[src/rtl/seq_det_param_if.sv]
// Bus bundle for seq_det_param: serial data, runtime configuration and detector outputs.
// match_cnt exists only when SEQ_DET_CNT_EN is defined.
interface seq_det_param_if #(
    parameter int MAX_LEN = 8,
    parameter int CNT_W   = 16
);
    localparam int LW = $clog2(MAX_LEN + 1);

    if (CNT_W < 1) begin : g_cnt_w_chk
        $error("seq_det_param_if: CNT_W must be at least 1");
    end

    logic               valid;
    logic               d_in;
    logic               cfg_load;
    logic [MAX_LEN-1:0] cfg_pattern;
    logic [LW-1:0]      cfg_len;
    logic               cfg_ovl;
    logic               patt_det;
    logic               armed;
`ifdef SEQ_DET_CNT_EN
    logic [CNT_W-1:0]   match_cnt;
`endif

    modport master (
        output valid, d_in, cfg_load, cfg_pattern, cfg_len, cfg_ovl,
`ifdef SEQ_DET_CNT_EN
        input  match_cnt,
`endif
        input  patt_det, armed
    );

    modport slave (
        input  valid, d_in, cfg_load, cfg_pattern, cfg_len, cfg_ovl,
`ifdef SEQ_DET_CNT_EN
        output match_cnt,
`endif
        output patt_det, armed
    );
endinterface

[src/rtl/seq_det_param.sv]
// Runtime-programmable Mealy serial pattern detector with sliding-window matching.
// Optional saturating match counter built when SEQ_DET_CNT_EN is defined.
module seq_det_param #(
    parameter int                 MAX_LEN  = 8,
    parameter logic [MAX_LEN-1:0] PATT_RST = MAX_LEN'(8'b0000_1110),
    parameter int                 LEN_RST  = 4,
    parameter int                 CNT_W    = 16
) (
    input logic             clk,
    input logic             rst,
    seq_det_param_if.slave  bus
);
    localparam int LW = $clog2(MAX_LEN + 1);
    localparam int HW = MAX_LEN - 1;
    localparam logic [LW-1:0] LEN_RST_C = LW'(LEN_RST);
    localparam logic [LW-1:0] MAX_LEN_C = LW'(MAX_LEN);
    localparam logic [LW-1:0] ZERO_C    = {LW{1'b0}};
    localparam logic [LW-1:0] ONE_C     = LW'(1);

    if (MAX_LEN < 2 || MAX_LEN > 32) begin : g_max_len_chk
        $error("seq_det_param: MAX_LEN must be in 2..32");
    end
    if (LEN_RST < 1 || LEN_RST > MAX_LEN) begin : g_len_rst_chk
        $error("seq_det_param: LEN_RST must be in 1..MAX_LEN");
    end
    if (CNT_W < 1) begin : g_cnt_w_chk
        $error("seq_det_param: CNT_W must be at least 1");
    end

    typedef enum logic [1:0] {
        DIS   = 2'd0,
        FILL  = 2'd1,
        ARMED = 2'd2
    } state_t;

    function automatic state_t entry_state(input logic [LW-1:0] l);
        state_t s;
        if (l == ZERO_C) begin
            s = DIS;
        end else if (l == ONE_C) begin
            s = ARMED;
        end else begin
            s = FILL;
        end
        return s;
    endfunction

    state_t             state_r;
    logic [MAX_LEN-1:0] pat_r;
    logic [LW-1:0]      len_r;
    logic               ovl_r;
    logic [HW-1:0]      hist_r;
    logic [LW-1:0]      fill_r;
    logic               armed_r;

    logic [MAX_LEN-1:0] window_s;
    logic [MAX_LEN-1:0] mask_s;
    logic               match_s;
    logic               patt_det_s;
    logic [LW-1:0]      load_len_s;
    logic [LW-1:0]      fill_inc_s;
    logic [LW-1:0]      len_m1_s;

    // Window compare: only the low len bits of {hist, d_in} take part in the match.
    always_comb begin
        window_s = {hist_r, bus.d_in};
        mask_s   = {MAX_LEN{1'b0}};
        for (int i = 0; i < MAX_LEN; i++) begin
            mask_s[i] = (i < int'(len_r));
        end
        match_s    = (((window_s ^ pat_r) & mask_s) == {MAX_LEN{1'b0}});
        patt_det_s = (state_r == ARMED) & bus.valid & ~bus.cfg_load & match_s;
        if (bus.cfg_len > MAX_LEN_C) begin
            load_len_s = MAX_LEN_C;
        end else begin
            load_len_s = bus.cfg_len;
        end
        fill_inc_s = fill_r + ONE_C;
        len_m1_s   = len_r - ONE_C;
    end

    // Detector FSM, history shift register and active configuration.
    always_ff @(posedge clk or posedge rst) begin
        if (rst) begin
            pat_r   <= PATT_RST;
            len_r   <= LEN_RST_C;
            ovl_r   <= 1'b0;
            hist_r  <= {HW{1'b0}};
            fill_r  <= ZERO_C;
            state_r <= entry_state(LEN_RST_C);
            armed_r <= (LEN_RST_C == ONE_C);
        end else if (bus.cfg_load) begin
            pat_r   <= bus.cfg_pattern;
            len_r   <= load_len_s;
            ovl_r   <= bus.cfg_ovl;
            hist_r  <= {HW{1'b0}};
            fill_r  <= ZERO_C;
            state_r <= entry_state(load_len_s);
            armed_r <= (load_len_s == ONE_C);
        end else if (bus.valid) begin
            case (state_r)
                DIS: begin
                    state_r <= DIS;
                    armed_r <= 1'b0;
                end
                FILL: begin
                    hist_r <= window_s[HW-1:0];
                    fill_r <= fill_inc_s;
                    if (fill_inc_s == len_m1_s) begin
                        state_r <= ARMED;
                        armed_r <= 1'b1;
                    end else begin
                        state_r <= FILL;
                        armed_r <= 1'b0;
                    end
                end
                ARMED: begin
                    // Non-overlap mode restarts the window after a hit; otherwise it keeps sliding.
                    if (match_s && !ovl_r) begin
                        hist_r  <= {HW{1'b0}};
                        fill_r  <= ZERO_C;
                        state_r <= entry_state(len_r);
                        armed_r <= (len_r == ONE_C);
                    end else begin
                        hist_r  <= window_s[HW-1:0];
                        state_r <= ARMED;
                        armed_r <= 1'b1;
                    end
                end
                default: begin
                    hist_r  <= {HW{1'b0}};
                    fill_r  <= ZERO_C;
                    state_r <= entry_state(len_r);
                    armed_r <= (len_r == ONE_C);
                end
            endcase
        end
    end

    assign bus.patt_det = patt_det_s;
    assign bus.armed    = armed_r;

`ifdef SEQ_DET_CNT_EN
    logic [CNT_W-1:0] cnt_r;

    // Saturating hit counter; only rst clears it.
    always_ff @(posedge clk or posedge rst) begin
        if (rst) begin
            cnt_r <= {CNT_W{1'b0}};
        end else if (patt_det_s && (cnt_r != {CNT_W{1'b1}})) begin
            cnt_r <= cnt_r + CNT_W'(1);
        end
    end

    assign bus.match_cnt = cnt_r;
`endif
endmodule

[src/flat_wrapper.sv]
// flat-port wrapper written by rule: the top's interface ports become plain ports
module seq_det_param_flat 
#(
    parameter int                 MAX_LEN  = 8,
    parameter logic [MAX_LEN-1:0] PATT_RST = MAX_LEN'(8'b0000_1110),
    parameter int                 LEN_RST  = 4,
    parameter int                 CNT_W    = 16
)
  (clk, rst, bus_valid, bus_d_in, bus_cfg_load, bus_cfg_pattern, bus_cfg_len, bus_cfg_ovl, bus_patt_det, bus_armed);
  seq_det_param_if #(.MAX_LEN(MAX_LEN), .CNT_W(CNT_W)) bus_i ();
  input logic clk;
  input logic rst;
  input wire logic [$bits(bus_i.valid)-1:0] bus_valid;
  input wire logic [$bits(bus_i.d_in)-1:0] bus_d_in;
  input wire logic [$bits(bus_i.cfg_load)-1:0] bus_cfg_load;
  input wire logic [$bits(bus_i.cfg_pattern)-1:0] bus_cfg_pattern;
  input wire logic [$bits(bus_i.cfg_len)-1:0] bus_cfg_len;
  input wire logic [$bits(bus_i.cfg_ovl)-1:0] bus_cfg_ovl;
  output wire logic [$bits(bus_i.patt_det)-1:0] bus_patt_det;
  output wire logic [$bits(bus_i.armed)-1:0] bus_armed;
  assign bus_i.valid = bus_valid;
  assign bus_i.d_in = bus_d_in;
  assign bus_i.cfg_load = bus_cfg_load;
  assign bus_i.cfg_pattern = bus_cfg_pattern;
  assign bus_i.cfg_len = bus_cfg_len;
  assign bus_i.cfg_ovl = bus_cfg_ovl;
  assign bus_patt_det = bus_i.patt_det;
  assign bus_armed = bus_i.armed;
  seq_det_param #(.MAX_LEN(MAX_LEN), .PATT_RST(PATT_RST), .LEN_RST(LEN_RST), .CNT_W(CNT_W)) u_core (.clk(clk), .rst(rst), .bus(bus_i));
endmodule
[config.mk]
export PLATFORM = sky130hd
export DESIGN_NAME = seq_det_param_flat
export DESIGN_NICKNAME = d
export VERILOG_FILES = /design/src/rtl/seq_det_param_if.sv /design/src/rtl/seq_det_param.sv /design/src/flat_wrapper.sv
export SDC_FILE = /design/constraint.sdc
export NUM_CORES = 1
export LEC_CHECK = 0
export CORE_ASPECT_RATIO = 1.1
export CORE_MARGIN = 2
export CORE_UTILIZATION = 45
export CTS_CLUSTER_DIAMETER = 40
export CTS_CLUSTER_SIZE = 10
export DETAILED_ROUTE_END_ITERATION = 7
export GPL_ROUTABILITY_DRIVEN = 0
export PLACE_DENSITY = 0.69
export SYNTH_ARGS = -nofsm -noshare
export SYNTH_HDL_FRONTEND = slang
export SYNTH_SLANG_ARGS = --single-unit
[constraint.sdc]
create_clock -name clk -period 2.22 [get_ports clk]
set_input_delay 0.444 -clock clk [delete_from_list [all_inputs] [get_ports clk]]
set_output_delay 0.444 -clock clk [all_outputs]
set_load 0.01 [all_outputs]
# [After elaboration in Yosys (flattened, before gate mapping)]
# Index checks and enable logic that the tools add are counted.
# W data, S select, Z words.
[op_classes] add_sub_neg=2 mul=0 div=0 n_lt_le_gt_ge=9 eq_ne=7 shifts=0 muxes=23 bitwise=6 n_reduce_logical=9
[ops] op="$mux W7" count=3
[ops] op="$pmux W7 S3" count=1
[ops] op="$lt A3 B4 Y1 const A" count=4
[ops] op="$mux W2" count=8
[ops] op="$mux W4" count=4
[ops] op="$pmux W4 S3" count=1
[ops] op="$and A8 B8 Y8" count=1
[ops] op="$eq A4 B1 Y1 const B" count=2
[ops] op="$logic_not A4 Y1" count=2
[ops] op="$logic_not A8 Y1" count=1
[ops] op="$lt A1 B4 Y1 const A" count=2
[ops] op="$lt A2 B4 Y1 const A" count=2
[ops] op="$xor A8 B8 Y8" count=1
[ops] op="$pmux W2 S3" count=1
[ops] op="$add A4 B1 Y4 const B" count=1
[ops] op="$eq A4 B4 Y1" count=1
[ops] op="$gt A4 B4 Y1 const B" count=1
[ops] op="$mux W1" count=4
[ops] op="$sub A4 B1 Y4 const B" count=1
[ops] op="$and A1 B1 Y1" count=3
[ops] op="$ne A3 B3 Y1 const B" count=1
[ops] op="$pmux W1 S3" count=1
[ops] op="$reduce_and A3 Y1" count=1
[ops] op="$eq A2 B1 Y1 const B" count=1
[ops] op="other kinds (8)" count=8
[word_totals] ff_bits=27 latchBits=0 ramBits=0 rom_bits=0 in_bits=18 out_inout_bits=2 word_cells=63 n_memories=0

# [Logic depth before layout (Yosys ltp)]
[depth] ltp_word=8 depth_mapped=8 ltp_nobuf=8

# [Least setup slack after synthesis]
# Ideal clock, no wire load.
[synth_path] path_kind="register -> register" startpoint="register u_core.len_r[0]" endpoint="register u_core.hist_r[0]" setup_time_ps=121 arrival_time_ps=1942 t_required_ps=2099 slack_ps=157 path_stages_with_launch=8 path_buffers=0 path_cell_list="dfrtp_1 -> inv_1 -> ha_1 -> o21ai_1 -> a221o_1 -> o41ai_4 -> a21oi_1 -> a22o_1"
[synth_between] elab_chain_cells=8 word_cells_on_any_way=15 cone_classes="order compare: 8; mux: 4; bitwise: 1; reduce/logical: 2"
[synth_lines] element="start: declaration" line="seq_det_param.sv:50" text="logic [LW-1:0] len_r;"
[synth_lines] element="start signal: assignment" line="seq_det_param.sv:94" text="len_r <= load_len_s;"
[synth_lines] element="$lt A1 B4 Y1 (tied with other cells)" line="seq_det_param.sv:69" text="mask_s[i] = (i < int'(len_r));"
[synth_lines] element="$and A8 B8 Y8 (*)" line="seq_det_param.sv:71" text="match_s = (((window_s ^ pat_r) & mask_s) == {MAX_LEN{1'b0}});"
[synth_lines] element="$logic_not A8 Y1 (*)" line="seq_det_param.sv:71"
[synth_lines] element="$logic_and A1 B1 Y1 (*)" line="seq_det_param.sv:119" text="if (match_s && !ovl_r) begin"
[synth_lines] element="$mux W7 (*)" line="seq_det_param.sv:119"
[synth_lines] element="$pmux W7 S3 (*)" line="seq_det_param.sv:101" text="case (state_r)"
[synth_lines] element="$mux W7 (*)" line="seq_det_param.sv:100" text="end else if (bus.valid) begin"
[synth_lines] element="$mux W7 (*)" line="seq_det_param.sv:92" text="end else if (bus.cfg_load) begin"
[synth_lines] element="end signal: assignment" line="seq_det_param.sv:96" text="hist_r <= {HW{1'b0}};"
[synth_lines] element="end signal: assignment" line="seq_det_param.sv:107" text="hist_r <= window_s[HW-1:0];"
[synth_lines] element="end signal: assignment" line="seq_det_param.sv:120" text="hist_r <= {HW{1'b0}};"
[synth_lines] element="end: declaration" line="seq_det_param.sv:52" text="logic [HW-1:0] hist_r;"
# Every way passes the cells marked *; elsewhere a longest branch is shown, timed or not. The select of a mux whose other input is x is not followed.
# A chain may end at the register's enable or synchronous reset.

# [Final worst setup path]
[layout_path] startpoint="register u_core.len_r[3]" endpoint="output port bus_patt_det"
[layout_between] elab_chain_cells=4 word_cells_on_any_way=11 cone_classes="order compare: 8; bitwise: 2; reduce/logical: 1"
[layout_lines] element="$lt A1 B4 Y1 (tied with other cells)" line="seq_det_param.sv:69"
[layout_lines] element="$and A8 B8 Y8 (*)" line="seq_det_param.sv:71"
[layout_lines] element="$logic_not A8 Y1 (*)" line="seq_det_param.sv:71"
[layout_lines] element="$and A1 B1 Y1 (*)" line="seq_det_param.sv:72" text="patt_det_s = (state_r == ARMED) & bus.valid & ~bus.cfg_load & match_s;"
[layout_lines] element="end: declaration" line="flat_wrapper.sv:19" text="output wire logic [$bits(bus_i.patt_det)-1:0] bus_patt_det;"
# Every way passes the cells marked *; elsewhere a longest branch is shown, timed or not.

==> results.cfg <==
[yosys]
synth_most_common_cell = dfrtp_1
synth-xor-area-share = 0.0878
synth_fa_ha_area_frac = 0.0705
synth_compound_area_frac = 0.153
yosysTopAreaCellShare = 0.345
synthSimpleGateAreaFrac = 0.144
synth_area_per_cell_um2 = 10.7
synthCells = 149
ys.flop_type = dfrtp_1
yosys_warnings = 0
synth_top_family_by_area = compound AO/OA/AOI/OAI gates
yosys-top-cells-count = dfrtp_1 (22), mux2_2 (10), ha_1 (9), inv_1 (9)
syn_area_um2 = 1600
synth.largest_area_cell = dfrtp_1
synth_area_leaders = dfrtp_1 (34%), dfstp_2 (8.2%), ha_1 (7.1%)
synthArstFlopShare = 1.00
ys_ff_latch = 27
synth_fp_nets = 176
ys_types = 38
synth_edf_count = 0
yosysSeqAreaShare = 0.427
synth_mux_area_frac = 0.0831

[clock_tree]
clk_latency_ps = 340
cts_tree = yes
cts_root_buf = clkbuf_4
h-tree-depth = 1
clk_pin_slew_ps = 160
clock-sinks = 27
cts_buffer_depth = 2
cts_buffers = 3

[pwr]
pwr-share-clk = 0.204
swShare = 0.315
pwr-share-comb = 0.308
power.internal_uw = 788
ir_worst_vdd_uv = 282
p_per_area_nw_per_um2 = 532
leakage_uw = 0.000931
p_seq_frac = 0.488
p_switching_uw = 363

[sta]
skew_ps = 5.98
fmax_mhz = 434
fin_crit_ps = 2300
max_slew_margin = 0.672
maxSlewViolCount = 0
hold_violations = 0
worstMarginPinSlew_ps = 490
finalWorstSetupSlack_ps = -83.5
setup-violations-final = 6
rsz0062_at_grt = true
finalCritPeriodShare = 1.04

[setup_path]
crit_arrival_ps = 1860
reg2reg_slack_ps = -40
crit_start = u_core.len_r[3]
ff2ff_path_depth = 10
start_kind = register
max_stage_delay_ps = 460
critPathCaptureType = output port
path_cells = buf_4 > nand2b_1 > o21ai_1 > a31oi_2 > and4b_1 > buf_2
critical_path.endpoint = bus_patt_det
cpMaxStageDelayCell = dfrtp_1
cp.required_ps = 1780
critPathMaxFanout = 4
regToRegEndpoint = u_core.fill_r[3]
crit_type = reg2out
timing.rr.start = u_core.len_r[0]

[run]
cap_viol_max_count = 0

[route]
drtIter0Drc = 45
ant_nets = 0
routed_via_density = 5.25
wirelength_um = 3630
wl_per_cell_um = 14.9
drtPass1Iterations = 4
drc_errors = 0
vias = 1280

[global_routing]
grt_first_pass_wirelength_um = 5710
grt_pass1_vias = 1232
grt_use_total = 0.190
grt_max_degree = 28
overflow = 0
antenna_found_initial = 0

[floorplan]
die_height_um = 66.5
start_util = 0.475
die_area_um2 = 4040
row_count = 22
core_um2 = 3360
io_pins = 20
die_w_um = 60.8

[final_layout]
fin_util = 0.644
seqCellArea_um2 = 682
fin_area_um2 = 2160
fillers = 275
drive_above_1_share = 0.342
instances_no_fill = 244
syn2layout_area_growth_pct = 35.5
multiInputGateArea_um2 = 948
antenna_cells = 0
nets = 224

[placed_design]
placed_area_um2 = 1980
hpwl_um = 2530
placed_cells = 232
numPortBuffers = 19
dp_slack_ps = -438

[status]
violations = setup timing
status = finished, violations left

[hold_path]
hold_path_class = in2async
[power groups by stage]
stage | registers [uW] | logic, uW | clock network, uW
after floorplan | 560 | 184 | 0
after global placement | 567 | 297 | 0
after detailed placement | 569 | 304 | 0
after CTS | 560 | 335 | 233
after global routing | 567 | 385 | 254
final | 561 | 355 | 235
[how the worst min path moves through the flow]
stage,end,slack [ps],depth (start not counted)
floorplan,u_core.bus.armed,490,1
global placement,u_core.hist_r[6],510,1
detailed placement,u_core.pat_r[6],520,1
CTS,u_core.hist_r[2],460,3
global route,u_core.hist_r[2],470,3
finish,u_core.fill_r[0],440,3
[cell type report]
type	instances	share of cell area
multi-input combinational	108	0.438
inverter	9	0.0168
sequential	27	0.315
tap	48	0.0278
clock inverter	1	0.00347
clock buffer	3	0.0104
timing repair buffer	48	0.188
[flip-flops by register name (all words and copies together), names as in the netlist]
signal	cells
u_core.hist_r	7
u_core.bus.armed	1
u_core.len_r	4
u_core.state_r	2
u_core.pat_r	8
u_core.ovl_r	1
u_core.fill_r	4
[cell families after synthesis]
family,count (synthesis)
simple gates,41
compound gates,30
flops,27
xor+xnor,16
buf+inv,14
mux,12
fa+ha+maj,9
[per-stage QoR]
| step | hold WS, ps | total power [uW] | setup TNS [ps] |
|---|---|---|---|
| CTS | 462 | 1130 | -259 |
| finish | 444 | 1150 | -173 |
| detailed placement | 522 | 874 | -4460 |
| global route | 467 | 1210 | -1180 |
| global placement | 511 | 864 | -4050 |
| floorplan | 493 | 744 | 0 |
[critical path, delay by kind of cell, from the launching register on]
family | cells | cell delay [ps]
buffers and inverters | 2 | 300
and+or+nand+nor | 2 | 430
DFF | 1 | 460
AOI/OAI and AO/OA | 2 | 330
[cell usage in the layout, fill, tap and decap left out, types with 2 or more instances in the layout]
master | netlist | routed
buf_4 | 0 | 28
dfrtp_1 | 22 | 22
clkdlybuf4s50_1 | 0 | 18
mux2_2 | 10 | 10
xor2_1 | 8 | 8
xnor2_1 | 8 | 8
inv_1 | 9 | 7
a22o_1 | 7 | 7
nor2_1 | 6 | 6
nand2_1 | 6 | 6
nand2b_1 | 5 | 5
nor3_1 | 6 | 5
o21ai_0 | 6 | 5
ha_1 | 9 | 5
dfstp_2 | 5 | 5
nand3_1 | 4 | 4
ha_4 | 0 | 4
nor2b_1 | 3 | 3
nand3b_1 | 3 | 3
clkbuf_4 | 0 | 3
o21ai_2 | 0 | 2
a21oi_1 | 4 | 2
o221a_1 | 2 | 2
mux2i_1 | 2 | 2
[repair_timing]
item / 4_1_cts / 5_1_grt
gates resized for setup: 20 / 5
setup endpoints to repair: 14 / 14
hold buffers: 0 / 0
setup buffers: 5 / 4
pin swaps: 8 / 5
[layer usage]
| layer | track usage | vias to the layer above | part of all wire |
|---|---|---|---|
| met3 | 0.0175 | 4 | 0.039 |
| li1 | - | 626 | - |
| met4 | 0.0707 | 0 | 0.013 |
| met2 | 0.302 | 28 | 0.50 |
| met5 | 0 | - | 0 |
| met1 | 0.267 | 622 | 0.45 |
(Power assumes the default switching activity.)
